<file path="src/rtl/tmr_etr_cond.sv">
// External-trigger conditioner: synchronises and glitch-filters capch_i, turns edges into
// one-cycle count/clear/load strobes per ETM, and captures the live count on each trigger.
module tmr_etr_cond #(
    parameter int SYNC_STAGES = 2,
    parameter int FLT_WIDTH   = 4,
    parameter int CNT_WIDTH   = 32
) (
    input  logic                 clk_i,
    input  logic                 rst_n_i,
    input  logic                 en_i,
    input  logic [2:0]           etm_i,
    input  logic [FLT_WIDTH-1:0] flt_i,
    input  logic                 capch_i,
    input  logic [CNT_WIDTH-1:0] cnt_i,
    input  logic                 cap_rd_i,
    output logic                 lvl_o,
    output logic                 trg_cnt_o,
    output logic                 trg_clr_o,
    output logic                 trg_load_o,
    output logic [CNT_WIDTH-1:0] cap_val_o,
    output logic                 cap_vld_o,
    output logic                 cap_ovr_o
);

    localparam logic [2:0] ETM_RISE = 3'b001;
    localparam logic [2:0] ETM_FALL = 3'b010;
    localparam logic [2:0] ETM_CLER = 3'b011;
    localparam logic [2:0] ETM_LOAD = 3'b100;

    localparam int             PW         = $clog2(SYNC_STAGES + 2);
    localparam logic [PW-1:0]  PRIME_SEED = PW'(SYNC_STAGES);
    localparam logic [PW-1:0]  PRIME_DONE = PW'(SYNC_STAGES + 1);

    logic [SYNC_STAGES-1:0] r_sync;
    logic [PW-1:0]          r_prime;
    logic [FLT_WIDTH-1:0]   r_fcnt;
    logic                   r_lvl;
    logic                   r_lvl_d;
    logic                   r_trg_cnt;
    logic                   r_trg_clr;
    logic                   r_trg_load;
    logic [CNT_WIDTH-1:0]   r_cap_val;
    logic                   r_cap_vld;
    logic                   r_cap_ovr;

    logic w_s;
    logic w_rise;
    logic w_fall;
    logic w_cnt;
    logic w_clr;
    logic w_load;
    logic w_cap;

    assign w_s = r_sync[SYNC_STAGES-1];

    always_ff @(posedge clk_i or negedge rst_n_i) begin
        if (!rst_n_i) r_sync <= '0;
        else          r_sync <= {r_sync[SYNC_STAGES-2:0], capch_i};
    end

    // After reset, lvl and lvl_d are both seeded from the pin once the sync chain has
    // filled, so a pin already high at release does not look like an edge.
    always_ff @(posedge clk_i or negedge rst_n_i) begin
        if (!rst_n_i) begin
            r_prime <= '0;
            r_fcnt  <= '0;
            r_lvl   <= 1'b0;
            r_lvl_d <= 1'b0;
        end else if (r_prime != PRIME_DONE) begin
            r_prime <= r_prime + 1'b1;
            r_fcnt  <= '0;
            if (r_prime == PRIME_SEED) begin
                r_lvl   <= w_s;
                r_lvl_d <= w_s;
            end
        end else begin
            r_lvl_d <= r_lvl;
            if (w_s == r_lvl) begin
                r_fcnt <= '0;
            end else if (r_fcnt >= flt_i) begin
                r_lvl  <= w_s;
                r_fcnt <= '0;
            end else begin
                r_fcnt <= r_fcnt + 1'b1;
            end
        end
    end

    assign w_rise = r_lvl & ~r_lvl_d;
    assign w_fall = ~r_lvl & r_lvl_d;

    always_comb begin
        w_cnt  = 1'b0;
        w_clr  = 1'b0;
        w_load = 1'b0;
        if (en_i) begin
            unique case (etm_i)
                ETM_RISE: w_cnt  = w_rise;
                ETM_FALL: w_cnt  = w_fall;
                ETM_CLER: w_clr  = w_rise;
                ETM_LOAD: w_load = w_rise;
                default:  ;
            endcase
        end
    end

    assign w_cap = w_cnt | w_clr | w_load;

    always_ff @(posedge clk_i or negedge rst_n_i) begin
        if (!rst_n_i) begin
            r_trg_cnt  <= 1'b0;
            r_trg_clr  <= 1'b0;
            r_trg_load <= 1'b0;
        end else begin
            r_trg_cnt  <= w_cnt;
            r_trg_clr  <= w_clr;
            r_trg_load <= w_load;
        end
    end

    // A read ack coinciding with a new capture consumes the old value, so no overrun.
    always_ff @(posedge clk_i or negedge rst_n_i) begin
        if (!rst_n_i) begin
            r_cap_val <= '0;
            r_cap_vld <= 1'b0;
            r_cap_ovr <= 1'b0;
        end else if (w_cap) begin
            r_cap_val <= cnt_i;
            r_cap_vld <= 1'b1;
            r_cap_ovr <= cap_rd_i ? 1'b0 : (r_cap_ovr | r_cap_vld);
        end else if (cap_rd_i) begin
            r_cap_vld <= 1'b0;
            r_cap_ovr <= 1'b0;
        end
    end

    assign lvl_o      = r_lvl;
    assign trg_cnt_o  = r_trg_cnt;
    assign trg_clr_o  = r_trg_clr;
    assign trg_load_o = r_trg_load;
    assign cap_val_o  = r_cap_val;
    assign cap_vld_o  = r_cap_vld;
    assign cap_ovr_o  = r_cap_ovr;

endmodule

</file>
<file path="config.mk">
export PLATFORM = sky130hd
export DESIGN_NAME = tmr_etr_cond
export DESIGN_NICKNAME = d
export VERILOG_FILES = /design/src/rtl/tmr_etr_cond.sv
export SDC_FILE = /design/constraint.sdc
export NUM_CORES = 1
export LEC_CHECK = 0
export CAP_MARGIN = 20
export CORE_MARGIN = 4
export CORE_UTILIZATION = 25
export DETAILED_ROUTE_END_ITERATION = 8
export MAX_ROUTING_LAYER = met4
export SLEW_MARGIN = 15
export SYNTH_ARGS = -nofsm -noshare
export SYNTH_HDL_FRONTEND = slang
export SYNTH_SLANG_ARGS = --single-unit
</file>
<file path="constraint.sdc">
create_clock -name clk_i -period 2.2 [get_ports clk_i]
set_input_delay 0.44 -clock clk_i [delete_from_list [all_inputs] [get_ports clk_i]]
set_output_delay 0.44 -clock clk_i [all_outputs]
set_load 0.05 [all_outputs]
</file>
Word level (Yosys, flattened, before mapping):

Index checks and enable logic that the tools add are counted.

* add/subtract/negate cells: 2
* $lt $le $gt $ge: 1
* equality and inequality tests: 9
* multiplexer cells: 18
* bitwise gates (word level): 7
* reductions and logical operators: 3

Operators with widths (count)
* 1-bit two-way mux: 14
* 4-bit two-way mux: 3
* 3-bit by 2-bit equality test with 1-bit output, second input constant: 2
* 4-bit by 1-bit adder with 4-bit output, second input constant: 1
* 4-bit greater-or-equal comparator: 1
* 2-bit inequality test, second input constant: 2
* 2-bit nonzero test: 2
* 3-bit by 1-bit equality test with 1-bit output, second input constant: 1
* 3-bit equality test, second input constant: 1
* 1-bit OR: 3
* 3-bit AND reduction: 1
* 2-bit by 1-bit adder with 2-bit output, second input constant: 1
* 1-bit AND: 2
* 2-bit equality test, second input constant: 1
* 2-bit by 1-bit inequality test with 1-bit output, second input constant: 1
* 1-bit NOT: 2
* 1-bit case mux with 2 select lines: 1
* 1-bit equality test: 1

* register bits: 47
* input port bits: 44

Depth between registers and ports, before layout:

* depth after elaboration: 7
* gate-level depth with buffers: 6

Worst setup path after synthesis:

OpenSTA, ideal clock, no wires.

* path kind: reg-to-reg
* from: register r_lvl, in the netlist lvl_o
* to: register r_cap_val[0], in the netlist cap_val_o[0]
* library setup time: 0.125 ns
* data arrival time: 1.694 ns
* data required time: 2.075 ns
* setup slack: 0.381 ns
* cell stages (with the launch flop): 6
* buffers on the path: 1
* clock period less this slack: 1.819 ns
* cell sequence: dfrtp_1 > nand4bb_1 > nor2_1 > o21ai_4 > buf_6 > mux2_4

* word-level cells in the longest chain between the ends: 6
* elaborated cells on any way between the ends: 11
* classes of those cells: 6 x mux; 5 x bitwise

Ends and longest elaborated chain
* start, declared: RTL line 37 `logic r_lvl;`
* start signal, assigned: RTL line 73 `r_lvl <= w_s;`
* start signal, assigned: RTL line 81 `r_lvl <= w_s;`
* 1-bit NOT: RTL line 90 `assign w_fall = ~r_lvl & r_lvl_d;`
* 1-bit AND: RTL line 90
* 1-bit case mux with 2 select lines: RTL line 97 `unique case (etm_i)`
* 1-bit two-way mux: RTL line 96 `if (en_i) begin`
* 1-bit OR: RTL line 107 `assign w_cap = w_cnt | w_clr | w_load;`
* 1-bit OR (*): RTL line 107
* end signal, assigned: RTL line 128 `r_cap_val <= cnt_i;`
* end, declared: RTL line 42 `logic [CNT_WIDTH-1:0] r_cap_val;`

Every way passes the cells marked *; elsewhere a longest branch is shown, timed or not.
A chain may end at the register's enable or synchronous reset.

Worst setup path after layout:

* from: register r_lvl, in the netlist lvl_o
* to: output lvl_o

RTL lines
* end, declared: RTL line 16 `output logic lvl_o,`

No word-level cell between the ends.

==> summary.log <==
qor: clock_network.worst_setup_hold_path_clk_slew 0.08 ns
qor: setup_path.endpoint_kind primary output
qor: place.io_buffers 81
qor: setup_path.worst_path_cell_trace clkdlybuf4s50_1
qor: setup_path.cpLargestDelayFamily buffers and inverters
qor: setup_path.cpMaxStageDelayCell sky130_fd_sc_hd__clkdlybuf4s50_1
qor: yosys.net_count_after_synthesis 188
qor: routing.drt-initial-drc-count 7
qor: yosys.synth_cell_types 24
qor: clock_network.cts_inserted_buffers 5
qor: yosys.netlist_area 0.00206 mm²
qor: global_route.gr-usage-all-layers 0.0937
qor: global_route.grt_overflow_total 0
qor: clock_network.post_cts.repair.setup_buffers 0
qor: clock_network.cts-hold-fix-buffers 0
qor: die.fp.dieW 98.7 µm
qor: die.ioPinCount 82
qor: routing.routed_wire_length_per_instance 13.0 µm
qor: clock_network.clock_latency_reported_for_the_late_side_of_the_worst_skew_pair 0.29 ns
qor: global_route.grt_first_pass_wirelength 7130 µm
qor: final_layout.nFillCells 777
qor: job.max_cap_violations 0
qor: setup_path.critPathLaunchType flop
qor: sta.timing_max_transition_violations_final 0
qor: final_layout.multi_input_area 812 µm²
qor: sta.max-slew-margin-rel 0.633
qor: routing.drc_errors 0
qor: final_layout.layout-drive-gt1-share 0.207
qor: sta.setup_viol_count_final 0
qor: yosys.syn_avg_cell_area 15.0 µm²
qor: yosys.post_synthesis_register_bit_count 47
qor: routing.vias_per_cell 4.02
qor: min_path.hold_path.class in -> async
qor: sta.maxClockFrequency 495 MHz
qor: sta.final.setup.tns 0 ns
qor: routing.dr_wl_met3 282 µm
qor: die.die_outline_area 0.00974 mm²
qor: sta.final.setup_skew 0.00528 ns
qor: power_and_ir_drop.static-leakage-power 1.42 nW
qor: power_and_ir_drop.ir_worst_vdd 0.000750 V
qor: final_layout.postLayoutCoreUtil 0.394
qor: setup_path.cp_num_buf_inv 1
qor: final_layout.layout_area_overhead 50.4%
qor: clock_network.cts-root-to-sink-buffers 2
qor: sta.hold_viol 0
qor: routing.via_count 1,322
qor: clock_network.cts-resized-gates 0
qor: routing.highest-signal-layer met4
qor: clock_network.number_of_clock_sinks 47
qor: place.detailed_place_hpwl 3360 µm
qor: yosys.syn_inst 137
qor: setup_path.crit_path_largest_cell_delay 0.85 ns
qor: die.floorplan.die.height 98.7 µm
qor: final_layout.final_area 0.00309 mm²
qor: sta.grt_setup_unrepaired no
qor: routing.drtAntennaViolNets 0
qor: sta.timing.final.crit_period 2.02 ns
qor: final_layout.layout_common_cells sky130_fd_sc_hd__clkdlybuf4s50_1, sky130_fd_sc_hd__dfrtp_1, sky130_fd_sc_hd__mux2_4
qor: global_route.grt_start_max_net_pins 32
qor: global_route.first_global_vias 1,468
qor: final_layout.final_nets 277
qor: die.initial_core_util 0.262
qor: routing.routed_met2_length 2090 µm
qor: run_status.outcome finished clean
qor: sta.layout_worst_path_cycle_share 0.918
qor: yosys.synth-warning-count 0
qor: routing.met1Wirelength 1890 µm
qor: setup_path.criticalPathCategory reg -> out
qor: yosys.synth_sequential_area_ratio 0.572
qor: final_layout.diode_insertion_count_for_antenna_repair 0
qor: sta.transition_time_at_the_pin_with_the_least_slew_margin 0.550 ns
qor: routing.drt_pre_antenna_iters 4
qor: place.place.gp.congestion 0.686
qor: final_layout.layout_commonest_cell sky130_fd_sc_hd__clkdlybuf4s50_1
qor: setup_path.worst_ep_required_time 1.76 ns
qor: setup_path.critPathMaxFanout 6
qor: clock_network.clock_tree.htree_level_count 2
qor: routing.route.final.wire_length 4280 µm
qor: global_route.number_of_antenna_violations_at_the_first_check_in_global_routing 0
qor: setup_path.worst_ep_arrival_time 1.58 ns
qor: final_layout.sequential_cell_area 0.00118 mm²
qor: clock_network.clock_tree_from_tritoncts done
qor: place.place_area 0.00301 mm²
qor: clock_network.cts_root_buffer sky130_fd_sc_hd__clkbuf_8
qor: die.row_count 32
qor: die.design.core.area 0.00785 mm²
qor: power_and_ir_drop.power.density 1450 mW/mm²
==> Yosys cell counts, drive strengths merged <==
cell     instances  area [µm²]
nor2             7        26.3
or3b             1        11.3
ha               7        87.6
nand4bb          1        11.3
mux2i            1        10.0
nand2            5        18.8
o22ai            1        6.26
a21oi            4        31.3
buf              3        33.8
o21ai            4        31.3
inv              9        33.8
dfrtp           47        1180
nand2b           3        18.8
xor2             1        8.76
xnor2            3        26.3
o211ai           2        15.0
nand3b           1        7.51
mux2            33         480
or3              1        6.26
nand3            1        5.00
nor3             2        10.0
==> through the flow <==
step	total power [mW]	hold WS, ns	std cells	setup WS [ns]
2_1_floorplan	3.17	0.144	137	0.381
4_1_cts	4.57	0.140	329	0.144
5_1_grt	4.73	0.157	329	0.0997
3_5_place_dp	4.04	0.352	321	-0.0642
3_3_place_gp	4.02	0.341	321	-0.0320
6_report	4.49	0.131	329	0.180
==> registers in the layout, indices dropped and copies added, names as in the netlist <==
name,count
cap_ovr_o,1
r_sync,2
trg_clr_o,1
cap_val_o,32
r_fcnt,4
r_prime,2
r_lvl_d,1
cap_vld_o,1
lvl_o,1
trg_load_o,1
trg_cnt_o,1
==> per-layer routing <==
metal | global-route usage | vias up
li1 | - | 642
met1 | 0.110 | 625
met2 | 0.151 | 51
met3 | 0.0326 | 4
met4 | 0.0284 | 0
met5 | - | -
==> final timing paths <==
kind	slack, ns	depth (start not counted)	from	end
max in group asynchronous	1.55	2	rst_n_i	cap_val_o[3]
min reg2reg	0.37	0	r_sync[0]	r_sync[1]
max	0.18	1	lvl_o	lvl_o
min	0.13	1	rst_n_i	trg_cnt_o
min in group clk_i	0.37	0	r_sync[0]	r_sync[1]
max reg2reg	0.54	5	lvl_o	cap_val_o[29]
==> cell type report <==
type,count,area share
tap,102,0.0413
sequential,47,0.380
clock inverter,1,0.00162
timing repair buffer,85,0.278
inverter,9,0.0109
multi-input combinational,78,0.263
clock buffer,7,0.0247
==> power breakdown <==
group	switching [mW]	internal, mW
Sequential	0.218	1.21
Combinational	1.50	1.08
Clock	0.264	0.223
==> logic make-up after synthesis <==
group	count (synthesis)	synth area share
compound gates	11	0.0408
xor+xnor	4	0.0170
fa+ha+maj	7	0.0426
buf+inv	12	0.0329
flops	47	0.572
mux	34	0.239
simple gates	22	0.0560
(Power assumes the default switching activity.)
